`config.mk`:
```
export PLATFORM = sky130hd
export DESIGN_NAME = wide_add_seq
export DESIGN_NICKNAME = d
export VERILOG_FILES = /design/src/rtl/wide_add_pkg.sv /design/src/rtl/csel_slice64.sv /design/src/rtl/wide_add_seq.sv
export SDC_FILE = /design/constraint.sdc
export NUM_CORES = 2
export LEC_CHECK = 0
export ABC_AREA = 1
export CORE_AREA = 2 2 307 309
export CTS_BUF_LIST = sky130_fd_sc_hd__clkbuf_4 sky130_fd_sc_hd__clkbuf_8
export DETAILED_ROUTE_END_ITERATION = 7
export DIE_AREA = 0 0 309 311
export PLACE_DENSITY = 0.66
export SLEW_MARGIN = 0
export SYNTH_ARGS = -nofsm -noshare
export SYNTH_HDL_FRONTEND = slang
export SYNTH_SLANG_ARGS = --single-unit
```
`constraint.sdc`:
```
create_clock -name clk -period 53.7 [get_ports clk]
set_input_delay 5.37 -clock clk [delete_from_list [all_inputs] [get_ports clk]]
set_output_delay 5.37 -clock clk [all_outputs]
set_load 0.005 [all_outputs]
```
`src/rtl/wide_add_pkg.sv`:
```
// Shared types and defaults for the sequential wide adder: FSM states,
// default slice geometry and the slice-index width helper.
package wide_add_pkg;

    typedef enum logic [1:0] {
        IDLE = 2'd0,
        RUN  = 2'd1,
        DONE = 2'd2
    } state_t;

    localparam int DEF_SLICE_W    = 64;
    localparam int DEF_NUM_SLICES = 4;

    // A single-slice configuration still needs a 1-bit index register.
    function automatic int idx_w(input int num_slices);
        return (num_slices > 1) ? $clog2(num_slices) : 1;
    endfunction

endpackage

```
`src/rtl/csel_slice64.sv`:
```
// Purely combinational carry-select adder for one slice: the low half ripples,
// the high half is precomputed for both carries and selected by the low carry.
module csel_slice64 #(
    parameter int SLICE_W = 64
) (
    input  logic [SLICE_W-1:0] a,
    input  logic [SLICE_W-1:0] b,
    input  logic               cin,
    output logic [SLICE_W-1:0] s,
    output logic               cout
);

    localparam int HALF = SLICE_W / 2;
    localparam int HI   = SLICE_W - HALF;

    logic [HALF:0] w_lo;
    logic [HI:0]   w_hi0;
    logic [HI:0]   w_hi1;

    assign w_lo  = {1'b0, a[HALF-1:0]} + {1'b0, b[HALF-1:0]} + {{HALF{1'b0}}, cin};
    assign w_hi0 = {1'b0, a[SLICE_W-1:HALF]} + {1'b0, b[SLICE_W-1:HALF]};
    assign w_hi1 = {1'b0, a[SLICE_W-1:HALF]} + {1'b0, b[SLICE_W-1:HALF]} + {{HI{1'b0}}, 1'b1};

    assign s    = {(w_lo[HALF] ? w_hi1[HI-1:0] : w_hi0[HI-1:0]), w_lo[HALF-1:0]};
    assign cout = w_lo[HALF] ? w_hi1[HI] : w_hi0[HI];

endmodule

```
`src/rtl/wide_add_seq.sv`:
```
// Multi-cycle W-bit adder: one SLICE_W slice per clock, LSB first, carry chained
// through a register, sharing a single carry-select slice adder.
//
// state | meaning
// IDLE  | in_ready high, waiting for an operand pair
// RUN   | adding slice r_idx, one slice per clock
// DONE  | result held with out_valid high until out_ready
module wide_add_seq
    import wide_add_pkg::*;
#(
    parameter  int SLICE_W    = DEF_SLICE_W,
    parameter  int NUM_SLICES = DEF_NUM_SLICES,
    localparam int W          = SLICE_W * NUM_SLICES,
    localparam int IDX_W      = idx_w(NUM_SLICES)
) (
    input  logic         clk,
    input  logic         rst,
    input  logic         in_valid,
    output logic         in_ready,
    input  logic [W-1:0] a,
    input  logic [W-1:0] b,
    input  logic         cin,
    output logic         out_valid,
    input  logic         out_ready,
    output logic [W-1:0] sum,
    output logic         cout,
    output logic         ovf,
    output logic         busy
);

    state_t             r_state;
    state_t             w_next_state;
    logic [IDX_W-1:0]   r_idx;
    logic [W-1:0]       r_a;
    logic [W-1:0]       r_b;
    logic               r_carry;
    logic [W-1:0]       r_sum;
    logic               r_cout;
    logic               r_ovf;
    logic               r_out_valid;

    logic               w_accept;
    logic               w_step;
    logic               w_last;
    logic               w_take;
    logic [SLICE_W-1:0] w_a_slice;
    logic [SLICE_W-1:0] w_b_slice;
    logic [SLICE_W-1:0] w_s;
    logic               w_c;

    always_comb begin
        w_a_slice = '0;
        w_b_slice = '0;
        for (int k = 0; k < NUM_SLICES; k++) begin
            if (r_idx == IDX_W'(k)) begin
                w_a_slice = r_a[k*SLICE_W +: SLICE_W];
                w_b_slice = r_b[k*SLICE_W +: SLICE_W];
            end
        end
    end

    csel_slice64 #(.SLICE_W(SLICE_W)) u_slice (
        .a    (w_a_slice),
        .b    (w_b_slice),
        .cin  (r_carry),
        .s    (w_s),
        .cout (w_c)
    );

    assign w_last = (r_idx == IDX_W'(NUM_SLICES - 1));

    always_comb begin
        w_next_state = r_state;
        w_accept     = 1'b0;
        w_step       = 1'b0;
        w_take       = 1'b0;
        case (r_state)
            IDLE: begin
                if (in_valid) begin
                    w_accept     = 1'b1;
                    w_next_state = RUN;
                end
            end
            RUN: begin
                w_step = 1'b1;
                if (w_last) w_next_state = DONE;
            end
            DONE: begin
                if (out_ready) begin
                    w_take       = 1'b1;
                    w_next_state = IDLE;
                end
            end
            default: w_next_state = IDLE;
        endcase
    end

    always_ff @(posedge clk or posedge rst) begin
        if (rst) r_state <= IDLE;
        else     r_state <= w_next_state;
    end

    always_ff @(posedge clk or posedge rst) begin
        if (rst) begin
            r_idx       <= '0;
            r_a         <= '0;
            r_b         <= '0;
            r_carry     <= 1'b0;
            r_sum       <= '0;
            r_cout      <= 1'b0;
            r_ovf       <= 1'b0;
            r_out_valid <= 1'b0;
        end else begin
            if (w_accept) begin
                r_a     <= a;
                r_b     <= b;
                r_carry <= cin;
                r_idx   <= '0;
            end
            if (w_step) begin
                for (int k = 0; k < NUM_SLICES; k++) begin
                    if (r_idx == IDX_W'(k)) r_sum[k*SLICE_W +: SLICE_W] <= w_s;
                end
                r_carry <= w_c;
                r_idx   <= r_idx + 1'b1;
                if (w_last) begin
                    r_cout      <= w_c;
                    // Signed overflow: equal operand signs, result sign differs.
                    r_ovf       <= (r_a[W-1] == r_b[W-1]) && (w_s[SLICE_W-1] != r_a[W-1]);
                    r_out_valid <= 1'b1;
                end
            end
            if (w_take) r_out_valid <= 1'b0;
        end
    end

    assign in_ready  = (r_state == IDLE);
    assign busy      = (r_state != IDLE);
    assign out_valid = r_out_valid;
    assign sum       = r_sum;
    assign cout      = r_cout;
    assign ovf       = r_ovf;

endmodule
```
---- Yosys cells after proc, flatten, opt, wreduce, memory -nomap -nowiden ----
Cells that the tools add are included.
Widths: inputs -> output; s select.
operators by class
  add/sub/neg operators ................... 5
  multiply operators ...................... 0
  div/mod/pow operators ................... 0
  $lt $le $gt $ge ......................... 0
  equality and inequality tests ........... 10
  shifts and indexed selects .............. 0
  mux-type cells .......................... 26
  bitwise logic cells ..................... 0
  reductions and logical operators ........ 13
operators by type and width
  kind                   number
  $mux 64                8
  $add 32x32->33         2
  $add 33x1->33          1
  $add 33x1->33 const B  1
  $mux 32                1
  $mux 1                 11
  $mux 2                 5
  $reduce_and 2->1       5
  $reduce_bool 2->1      4
  $eq 2x2->1 const B     3
  $ne 2x2->1 const B     3
  $pmux 2 s3             1
  $eq 2x1->1 const B     2
  $logic_not 2->1        2
  $reduce_and 3->1       1
  $add 2x1->2 const B    1
  $eq 1x1->1             1
  $logic_and 1x1->1      1
  $ne 1x1->1             1
storage, ports and cells
  register bits ........................... 776
  latch bits .............................. 0
  RAM bits ................................ 0
  ROM bits ................................ 0
  input bits .............................. 517
  output and inout bits ................... 261
  logic and storage cells ................. 66
  memories kept ........................... 0

---- Longest topological paths before layout ----
  depth after elaboration ................. 10
  gate-level depth with buffers ........... 32
  gate-level depth less buffers ........... 30

---- Hierarchy ----
Synthesis repeated with hierarchy kept, for this count alone.
unflattened totals
  cell total of the unflattened synthesis .. 5330
  area, all modules ....................... 40610.2 sq um
modules (own cells, without submodules)
  module        times used  cells an instance  area each (sq um)  seq. area each (sq um)
  wide_add_seq  1           4283               35218.8            19418.6
  csel_slice64  1           1047               5391.4             0.0

---- Worst setup path after synthesis ----
Ideal clock, no wire load.
  kind .................................... input -> register
  start point ............................. in in_valid
  end point ............................... reg r_b[56]
  library setup time ...................... 0.066 ns
  arrival ................................. 6.524 ns
  data required time ...................... 53.634 ns
  setup slack ............................. 47.111 ns
  cell stages on the path ................. 7
  path through ............................ nand2_1 > inv_1 > clkbuf_1 > buf_1 > clkbuf_1 > nand2_1 > nand2_1
between the ends
  longest elaborated chain between the ends .. 2
RTL lines
  what                    line                 source
  start: declaration      wide_add_seq.sv:18   input logic in_valid,
  $mux 1                  wide_add_seq.sv:79   if (in_valid) begin
  $mux 1                  wide_add_seq.sv:77   case (r_state)
  end signal: assignment  wide_add_seq.sv:107  r_b <= '0;
  end signal: assignment  wide_add_seq.sv:116  r_b <= b;
  end: declaration        wide_add_seq.sv:35   logic [W-1:0] r_b;
Every way passes these cells.
A chain may end at the register's enable or synchronous reset.

==> qor.log <==
[cells_and_area] total number of nets in the final design 6,157
[synthesis] average footprint of a synthesized cell 7.70 um^2
[clock_network] hold-fix buffer count after cts 0
[floorplanning] die outline width 309 um
[synthesis] number of flops mapped to enable cells by yosys 0
[global_route] overall overflow remaining after global route 0
[detailed_routing] DRT Pass-1 Iters 5
[sta] unrepaired setup endpoints after global routing no
[cells_and_area] Filler Cells Inserted 8,886
[setup_path] critical path cell sequence clkdlybuf4s50_1 -> inv_8 -> buf_4 -> buf_4 -> buf_4 -> buf_4
[setup_path] crit path to r_b[116]$_DFFE_PP0P_
[floorplanning] core region area 0.0928 mm^2
[floorplanning] FP Rows 112
[min_path] worst min path class flop to flop
[clock_network] CTS max path bufs 3
[sta] slew at the pin with the worst max-slew slack 1.21 ns
[synthesis] total standard cell area after synthesis 0.0375 mm^2
[clock_network] clock latency of the later-clocked register in the worst-skew pair 0.85 ns
[setup_path] class of the most critical setup path primary input to async pin
[global_route] wire length of the first global-routing pass 214,000 um
[detailed_routing] Via-to-Cell Ratio 5.07
[run] MaxCap Viol Count 0
[cells_and_area] share of post-route cells with drive strength above 1 6.13%
[setup_path] data arrival time at the worst-slack endpoint 9.63 ns
[clock_network] post-cts gate resize count 0
[setup_path] worst reg2reg path startpoint r_idx[0]$_DFFE_PP0P_
[global_route] GRT Total Usage 29.8%
[cells_and_area] most frequent cells in the layout sky130_fd_sc_hd__nand2_1, sky130_fd_sc_hd__clkdlybuf4s50_1, sky130_fd_sc_hd__dfrtp_1
[detailed_routing] wire length per cell 20.8 um
[sta] number of hold violations in the final report 0
[sta] number of failing setup endpoints in the final timing report 0
[floorplanning] number of I/O pins 778
[detailed_routing] final routed DRC violation total 0
[placed_design] DPL Wire Length 107,000 um
[detailed_routing] Final ANT Viol Nets 0
[setup_path] maximum cell stage delay along the critical path 0.83 ns
[setup_path] most prevalent standard cell on the critical path sky130_fd_sc_hd__buf_4
[sta] Tcrit/Tclk final 16.3%
[cells_and_area] P&R area growth vs syn 31.1%
[synthesis] asr flop ratio synth 100%
[cells_and_area] final core area utilization 53.0%
[sta] maximum operating frequency 114 MHz
[setup_path] critical path launch point rst
[synthesis] Ys Warns 0
[floorplanning] Total Die Area 0.0961 mm^2
[synthesis] dominant register cell in the synthesized netlist sky130_fd_sc_hd__dfrtp_1
[setup_path] flop-to-flop setup slack 47.06 ns
[floorplanning] DIE HEIGHT 311 um
[clock_network] clock root buffer sky130_fd_sc_hd__clkbuf_8
[global_route] pin count of the biggest net entering global routing 208
[synthesis] count of unique library cells instantiated by Yosys 45
[setup_path] worst-path fanout max 107
[placed_design] count of port buffers added during placement 777
[synthesis] instance count of the mapped netlist 4,868
[clock_network] clock tree from TritonCTS done
[sta] Sum Neg Setup Slack 0 ns
[sta] headroom to the max-slew limit 19.2%
[placed_design] post-placement cell count 6,686
[placed_design] Final Wtd Congestion 0.934
[setup_path] master of the slowest instance on the critical path sky130_fd_sc_hd__buf_4
[sta] total count of max-transition violations in the final report 0
[cells_and_area] final cell count without fillers 6,941
[floorplanning] effective utilization at floorplan 40.4%
[global_route] initial antenna violation count 30
[clock_network] Post-CTS Setup Repair Bufs 0
[clock_network] CTS buffer count 135
[sta] final period demand of the worst path 8.75 ns
[setup_path] Register-to-Register Path Depth 24
[clock_network] clock transition at the register clock pins on the worst setup and hold paths after CTS 0.06 ns
[cells_and_area] most frequent standard cell in the layout excluding fill and tap cells sky130_fd_sc_hd__nand2_1
[outcome] result of the run finished, final reports clean
[setup_path] destination of the worst register-to-register timing path sum[251]$_DFFE_PP0P_
[clock_network] CTS H-tree lvls 4
[clock_network] Clock Sinks 776
[detailed_routing] via count 35,200
[synthesis] nets in the synthesized netlist 5,456
[synthesis] flop and latch count out of synthesis 776
[setup_path] Crit path required time 54.59 ns
[setup_path] critical path endpoint category async pin
[detailed_routing] iteration-0 DRC count of the detailed router 3,191
[sta] Worst Clk Skew 0.0369 ns
[setup_path] startpoint types primary input
[detailed_routing] Routed WL 144,000 um
[synthesis] sequential area share after synthesis 51.8%
[global_route] number of global-route vias before repair 34,300
## through the flow
stage	worst slack [ns]	hold slack [ns]	instance area, um^2
after global placement	43.91	0.456	46300
after floorplan	26.55	0.444	37500
after global routing	44.38	0.487	49200
after CTS	44.77	0.475	49100
after detailed placement	43.88	0.460	46300
final	44.95	0.470	49200
## critical path, delay by kind of cell
family                 cells  cell delay, ns
buffers and inverters      6            4.06
## cells in the mapped netlist (12+ instances only)
cell	n	area, um^2
sky130_fd_sc_hd__nor2_1	165	619
sky130_fd_sc_hd__nand2_1	2120	7960
sky130_fd_sc_hd__o21ai_1	22	110
sky130_fd_sc_hd__a21oi_1	196	981
sky130_fd_sc_hd__nand3_1	137	686
sky130_fd_sc_hd__inv_1	363	1360
sky130_fd_sc_hd__a22oi_1	42	315
sky130_fd_sc_hd__nand4_1	20	125
sky130_fd_sc_hd__a221oi_1	25	219
sky130_fd_sc_hd__xnor2_1	14	123
sky130_fd_sc_hd__nor3_1	12	60.1
sky130_fd_sc_hd__nand2_2	21	131
sky130_fd_sc_hd__o21ai_0	487	2440
sky130_fd_sc_hd__o211ai_1	17	128
sky130_fd_sc_hd__o22ai_1	23	144
sky130_fd_sc_hd__ha_1	68	851
sky130_fd_sc_hd__dfrtp_1	776	19400
sky130_fd_sc_hd__clkbuf_1	237	890
sky130_fd_sc_hd__xor2_1	26	228
## registers in the layout (all words and copies together) (netlist names)
signal     flops
r_a          256
r_state        2
cout           1
r_carry        1
sum          256
r_b          256
r_idx          2
out_valid      1
ovf            1
## layout make-up
type / count / area, um^2 / share of cell area, %
antenna: 25 / 62.6 / 0.127
clock buffer: 204 / 2560 / 5.20
clock inverter: 26 / 294 / 0.598
inverter: 374 / 1430 / 2.90
multi-input combinational: 3469 / 15800 / 32.1
sequential: 776 / 19400 / 39.5
tap: 1254 / 1570 / 3.19
timing repair buffer: 813 / 8070 / 16.4
## routing by layer
layer  up-vias  part of all wire [%]  track usage [%]
met3       284                   5.8             5.57
met1     16800                    41             37.6
met5         -                 0.034                0
met2      1245                    48             48.9
met4         8                   4.5             15.2
li1      16900                     -                -
## worst min path at each step
stage	start	end	slack, ns	cells after the start
2_1_floorplan	r_a[190]$_DFFE_PP0P_	r_a[190]$_DFFE_PP0P_	0.44	2
3_3_place_gp	r_b[144]$_DFFE_PP0P_	r_b[144]$_DFFE_PP0P_	0.46	2
3_5_place_dp	r_a[190]$_DFFE_PP0P_	r_a[190]$_DFFE_PP0P_	0.46	2
4_1_cts	r_a[139]$_DFFE_PP0P_	r_a[139]$_DFFE_PP0P_	0.47	2
5_1_grt	r_a[139]$_DFFE_PP0P_	r_a[139]$_DFFE_PP0P_	0.49	2
6_report	r_a[141]$_DFFE_PP0P_	r_a[141]$_DFFE_PP0P_	0.47	2
## logic make-up after synthesis
kind of cell	Yosys count	share of synthesized area, %
multiplexers	1	0.0267
flip-flops	776	51.8
XOR/XNOR	40	0.934
AO/OA/AOI/OAI	834	12.0
AND/OR/NAND/NOR	2523	26.5
adder cells (fa/ha/maj)	71	2.43
buffers and inverters	623	6.30
Power is not shown: default switching activity piles up to over one toggle a cycle in this logic, so the estimate is an artifact.
